===== src/rtl/multiword_adder_ctrl_pkg.sv =====
// Shared constants, state encoding and helpers for the multi-word adder sequencer.
package multiword_adder_ctrl_pkg;

    localparam int CHUNK_W    = 16;
    localparam int MAX_WIDTH  = 1024;
    localparam int MAX_NCHUNK = MAX_WIDTH / CHUNK_W;
    localparam int CNT_W      = $clog2(MAX_NCHUNK);

    // 2'd3 is not listed; the sequencer decodes it as IDLE.
    typedef enum logic [1:0] {
        ST_IDLE = 2'd0,
        ST_RUN  = 2'd1,
        ST_DONE = 2'd2
    } state_e;

    // Two's-complement overflow from the sign bits of both addends and the sum.
    function automatic logic signed_ovf(input logic a_msb, input logic b_msb, input logic s_msb);
        return (a_msb == b_msb) && (s_msb != a_msb);
    endfunction

endpackage


===== src/rtl/multiword_adder_ctrl_rca16.sv =====
// 16-bit ripple-carry adder: the single datapath adder shared by every chunk.
module multiword_adder_ctrl_rca16
    import multiword_adder_ctrl_pkg::*;
(
    input  logic [CHUNK_W-1:0] a,
    input  logic [CHUNK_W-1:0] b,
    input  logic               ci,
    output logic [CHUNK_W-1:0] s,
    output logic               co
);

    // Propagate the carry bit by bit from LSB to MSB.
    always_comb begin
        logic c;
        s = '0;
        c = ci;
        for (int i = 0; i < CHUNK_W; i++) begin
            // NOTE: blocking assignments are intentional here; each bit must see the carry just computed for the bit below.
            s[i] = a[i] ^ b[i] ^ c;
            c    = (a[i] & b[i]) | (c & (a[i] ^ b[i]));
        end
        co = c;
    end

endmodule


===== src/rtl/multiword_adder_ctrl.sv =====
// Computes a WIDTH-bit add/subtract by running one 16-bit adder over WIDTH/16 cycles.
module multiword_adder_ctrl
    import multiword_adder_ctrl_pkg::*;
#(
    parameter int WIDTH = 64
) (
    input  logic             clk,
    input  logic             rst_n,
    input  logic             start,
    input  logic [WIDTH-1:0] in1,
    input  logic [WIDTH-1:0] in2,
    input  logic             c_in,
    input  logic             sub,
    output logic             busy,
    output logic             done,
    output logic [WIDTH-1:0] sum,
    output logic             c_out,
    output logic             ovf
);

    localparam int               NCHUNK     = WIDTH / CHUNK_W;
    localparam logic [CNT_W-1:0] LAST_K     = CNT_W'(NCHUNK - 1);
    localparam logic [WIDTH-1:0] CHUNK_MASK = WIDTH'({CHUNK_W{1'b1}});

    if ((WIDTH % CHUNK_W) != 0 || WIDTH < CHUNK_W || WIDTH > MAX_WIDTH) begin : g_bad_width
        $error("multiword_adder_ctrl: WIDTH must be a multiple of 16 in [16, MAX_WIDTH]");
    end

    state_e             state_q, state_d;
    logic [WIDTH-1:0]   a_q, a_d;
    logic [WIDTH-1:0]   b_q, b_d;
    logic [WIDTH-1:0]   sum_q, sum_d;
    logic [CNT_W-1:0]   k_q, k_d;
    logic               carry_q, carry_d;
    logic               c_out_q, c_out_d;
    logic               ovf_q, ovf_d;

    logic [31:0]        bit_off;
    logic [CHUNK_W-1:0] chunk_a, chunk_b, chunk_s;
    logic               chunk_co;

    // Pick chunk k of the latched operands for the shared adder.
    always_comb begin
        bit_off = 32'(k_q) * CHUNK_W;
        chunk_a = CHUNK_W'(a_q >> bit_off);
        chunk_b = CHUNK_W'(b_q >> bit_off);
    end

    multiword_adder_ctrl_rca16 u_rca16 (
        .a  (chunk_a),
        .b  (chunk_b),
        .ci (carry_q),
        .s  (chunk_s),
        .co (chunk_co)
    );

    // Next-state and datapath updates for IDLE / RUN / DONE.
    always_comb begin
        // NOTE: every variable gets a default before the case so no path can infer a latch.
        state_d = state_q;
        a_d     = a_q;
        b_d     = b_q;
        sum_d   = sum_q;
        k_d     = k_q;
        carry_d = carry_q;
        c_out_d = c_out_q;
        ovf_d   = ovf_q;
        case (state_q)
            ST_RUN: begin
                sum_d   = (sum_q & ~(CHUNK_MASK << bit_off)) | (WIDTH'(chunk_s) << bit_off);
                carry_d = chunk_co;
                k_d     = k_q + CNT_W'(1);
                if (k_q == LAST_K) begin
                    c_out_d = chunk_co;
                    ovf_d   = signed_ovf(chunk_a[CHUNK_W-1], chunk_b[CHUNK_W-1], chunk_s[CHUNK_W-1]);
                    state_d = ST_DONE;
                end
            end
            ST_DONE: begin
                state_d = ST_IDLE;
            end
            default: begin  // ST_IDLE and the unused encoding
                if (start) begin
                    a_d     = in1;
                    b_d     = sub ? ~in2 : in2;
                    carry_d = sub ? 1'b1 : c_in;
                    k_d     = '0;
                    state_d = ST_RUN;
                end
            end
        endcase
    end

    // State, operand, carry and result registers; reset aborts any operation.
    always_ff @(posedge clk or negedge rst_n) begin
        if (!rst_n) begin
            state_q <= ST_IDLE;
            a_q     <= '0;
            b_q     <= '0;
            sum_q   <= '0;
            k_q     <= '0;
            carry_q <= 1'b0;
            c_out_q <= 1'b0;
            ovf_q   <= 1'b0;
        end else begin
            // NOTE: non-blocking so every register samples the pre-edge values.
            state_q <= state_d;
            a_q     <= a_d;
            b_q     <= b_d;
            sum_q   <= sum_d;
            k_q     <= k_d;
            carry_q <= carry_d;
            c_out_q <= c_out_d;
            ovf_q   <= ovf_d;
        end
    end

    assign busy  = (state_q == ST_RUN) || (state_q == ST_DONE);
    assign done  = (state_q == ST_DONE);
    assign sum   = sum_q;
    assign c_out = c_out_q;
    assign ovf   = ovf_q;

endmodule


===== config.mk =====
export PLATFORM = sky130hd
export DESIGN_NAME = multiword_adder_ctrl
export DESIGN_NICKNAME = d
export VERILOG_FILES = /design/src/rtl/multiword_adder_ctrl_pkg.sv /design/src/rtl/multiword_adder_ctrl_rca16.sv /design/src/rtl/multiword_adder_ctrl.sv
export SDC_FILE = /design/constraint.sdc
export NUM_CORES = 1
export LEC_CHECK = 0
export CORE_UTILIZATION = 55
export DETAILED_ROUTE_END_ITERATION = 7
export GPL_ROUTABILITY_DRIVEN = 0
export PLACE_DENSITY = 0.85
export SLEW_MARGIN = 40
export SYNTH_ARGS = -nofsm -noshare
export SYNTH_HDL_FRONTEND = slang
export SYNTH_SLANG_ARGS = --single-unit

===== constraint.sdc =====
create_clock -name clk -period 15.48 [get_ports clk]
set_input_delay 2.322 -clock clk [delete_from_list [all_inputs] [get_ports clk]]
set_output_delay 2.322 -clock clk [all_outputs]
set_load 0.02 [all_outputs]

==> impl_metrics.yaml <==
routing:
  vias_per_cell: 5.35
  firstDrtPassIters: 4
  wl_per_cell_microns: 18.1
  routed_wirelength_microns: 21000
  vias: 6232
  ant_nets: 0
  drc: 0
  drt_iter0_markers: 347
final_layout:
  final_cells: 1164
  fillerInstances: 1120
  mostFrequentLayoutCells: "dfrtp_1, clkdlybuf4s50_1, nand2_1"
  finish.instance_area_sq_mm: 0.0122
  multi_input_area_sq_mm: 0.00402
  final_common_cell: "dfrtp_1"
  nets: 1085
  syn_to_final_growth_pct: 30.3
  final_layout_size_suffix_gt1_share_pct: 17.7
  seq_area_sq_mm: 0.00508
  antennaDiodeCount: 0
synthesis:
  synth-main-ff-cell: "dfrtp_1"
  synth_cells: 753
  yosys_warnings: 0
  syn_nets: 906
  synthArstFlopShare_pct: 100
  yosysSeqAreaShare_pct: 54.3
  ys_seq_elements: 203
  avgSynthCellArea_sq_um: 12.4
  synth_cell_types: 35
  synth_edf_count: 0
  syn_area_sq_mm: 0.00935
timing:
  slew_violations: 0
  fin_skew_ns: 0.0158
  holdWs_ns: 0.473
  fin_crit_sh_pct: 54.0
  setup_violations: 0
  slew-limit-headroom_pct: 49.7
  tightest_slew_ns: 0.753
  fmax_ghz: 0.120
  hold_violations: 0
  min_period_ns: 8.36
  setup_tns_ns: 0
  rsz0062_at_grt: "no"
cts:
  cts_setup_buffers: 0
  clkSinkCount: 203
  cts_max_path_buffers: 3
  htreeDepth: 1
  path_clk_slew_ns: 0.06
  cts_tree: "done"
  cts_root_buf: "clkbuf_16"
  worst_skew_pair.late_latency_ns: 0.49
  cts-buffers-inserted: 21
  cts_resized: 0
  cts_hold_buf: 0
die:
  dieArea_sq_mm: 0.0175
  die_h_microns: 132
  core_sq_mm: 0.0166
  io_pins: 201
  die_x_microns: 132
  initial_core_util_pct: 56.4
  rows: 47
worst_setup_path:
  slowest_stage: "dfrtp_1"
  crit_top_cell: "fa_1"
  path_max_fanout: 32
  path_class: "reg -> reg"
  critPathArrivalTime_ns: 8.75
  critPathMaxStageDelay_ns: 0.48
  cp.required_ns: 15.87
  start_kind: "flip-flop"
  critPathBufInv: 5
  timing.critical_path.max_delay_family: "adder cells"
  end_kind: "flip-flop"
power_and_ir_drop:
  vdd_ir_drop_max_mv: 0.132
  power_per_cell_area_mw_per_mm2: 236
  fin_total_pwr_mw: 2.87
  p_leak_nw: 5.12
grt:
  grt_first_pass_wirelength_microns: 34300
  grt_antenna_before_repair: 0
  grt.overflow.total: 0
  grtUsageTotal_pct: 25.1
  grt_pass1_vias: 6374
  grt_max_degree: 140
place:
  dp_cells: 1129
  port_buffers: 200
  dpl-instance-area_sq_mm: 0.0115
  place_hpwl_microns: 14800
flow_run:
  max_cap_viol_count: 0
hold_path:
  worstHoldPathType: "reg -> reg"
run_status:
  status: "finished, final reports clean"
==> layout make-up <==
| type | count | share of cell area, % |
|---|---|---|
| inverter | 8 | 0.246 |
| multi-input combinational | 493 | 33.0 |
| clock inverter | 9 | 1.21 |
| sequential | 203 | 41.7 |
| clock buffer | 26 | 4.63 |
| tap | 220 | 2.26 |
| timing repair buffer | 205 | 17.0 |
==> sequential cells by signal, summed over array words and instances (netlist names) <==
| signal | flops |
|---|---|
| a_q | 64 |
| b_q | 64 |
| sum | 64 |
| k_q | 6 |
| state_q | 2 |
| c_out | 1 |
| carry_q | 1 |
| ovf | 1 |
==> per-stage QoR <==
| stage | util [%] | setup slack, ns |
|---|---|---|
| 3_5_place_dp | 69.1 | 7.06 |
| 5_1_grt | 73.5 | 6.72 |
| 6_report | 73.5 | 7.12 |
| 4_1_cts | 73.4 | 7.05 |
| 2_1_floorplan | - | 7.55 |
| 3_3_place_gp | 69.0 | 7.21 |
==> routing by layer <==
metal / GRT usage (%) / vias up / wire (microns)
met5: 0 / - / 0
met4: 8.24 / 0 / 552
met3: 3.38 / 40 / 1050
met2: 41.0 / 205 / 10300
met1: 35.2 / 3051 / 9140
li1: - / 2936 / -
==> kinds of logic (layout without fill, tap and decap cells) <==
family                     count (synthesis)  count (layout)  share of synthesized area (%)
adders and majority gates                 20              20                           3.96
muxes                                    118             118                           18.1
AOI/OAI and AO/OA                        117             117                           6.37
buffers and inverters                     57             248                           2.78
DFF                                      203             203                           54.3
and+or+nand+nor                          169             169                           8.02
xor gates and xnor gates                  69              69                           6.47
==> cell usage after synthesis, types with 2 or more instances <==
cell | number | share of area, %
xor2_1 | 4 | 0.37
buf_1 | 7 | 0.28
nand2_1 | 137 | 5.5
dfrtp_1 | 203 | 54
and2_1 | 10 | 0.67
buf_4 | 4 | 0.32
xnor2_1 | 65 | 6.1
clkbuf_2 | 2 | 0.11
mux4_2 | 32 | 7.7
fa_1 | 16 | 3.4
buf_2 | 23 | 1.2
o21ai_1 | 2 | 0.11
nor2_1 | 8 | 0.32
clkbuf_1 | 13 | 0.52
inv_1 | 8 | 0.32
o21ai_0 | 111 | 5.9
ha_1 | 4 | 0.54
nand4_1 | 3 | 0.20
mux2_2 | 85 | 10
==> power breakdown <==
group          switching [mW]  internal, mW  leakage [nW]  total, mW
logic                   0.728         0.674          2.29       1.40
registers               0.156         0.790          2.48      0.946
clock network           0.199         0.324         0.349      0.524
total                    1.08          1.79          5.12       2.87
==> worst register-to-register path: stages, from the launching register on <==
cell and delay, ns:
dfrtp_1 0.48, nor4_4 0.30, buf_4 0.32, and2_1 0.20
fa_1 0.21, fa_1 0.21, fa_1 0.21, inv_1 0.07
fa_1 0.45, fa_1 0.48, fa_1 0.46, fa_1 0.46
fa_1 0.48, fa_1 0.46, fa_1 0.42, inv_1 0.09
fa_1 0.17, inv_1 0.05, fa_1 0.44, fa_1 0.46
fa_1 0.48, fa_1 0.44, inv_1 0.09, fa_1 0.47
xnor2_1 0.17, o31ai_1 0.21
==> path summary, 6_finish.rpt <==
path | from | to | slack, ns | depth (start not counted)
setup reg to reg | k_q[2] | ovf | 7.12 | 25
hold reg to reg | b_q[3] | b_q[3] | 0.47 | 2
hold / removal | b_q[3] | b_q[3] | 0.47 | 2
setup / recovery | k_q[2] | ovf | 7.12 | 25
min in group asynchronous | rst_n | b_q[31] | 1.79 | 1
max in group asynchronous | rst_n | sum[24] | 12.54 | 2
No activity file was read; power rests on OpenSTA's default activity.
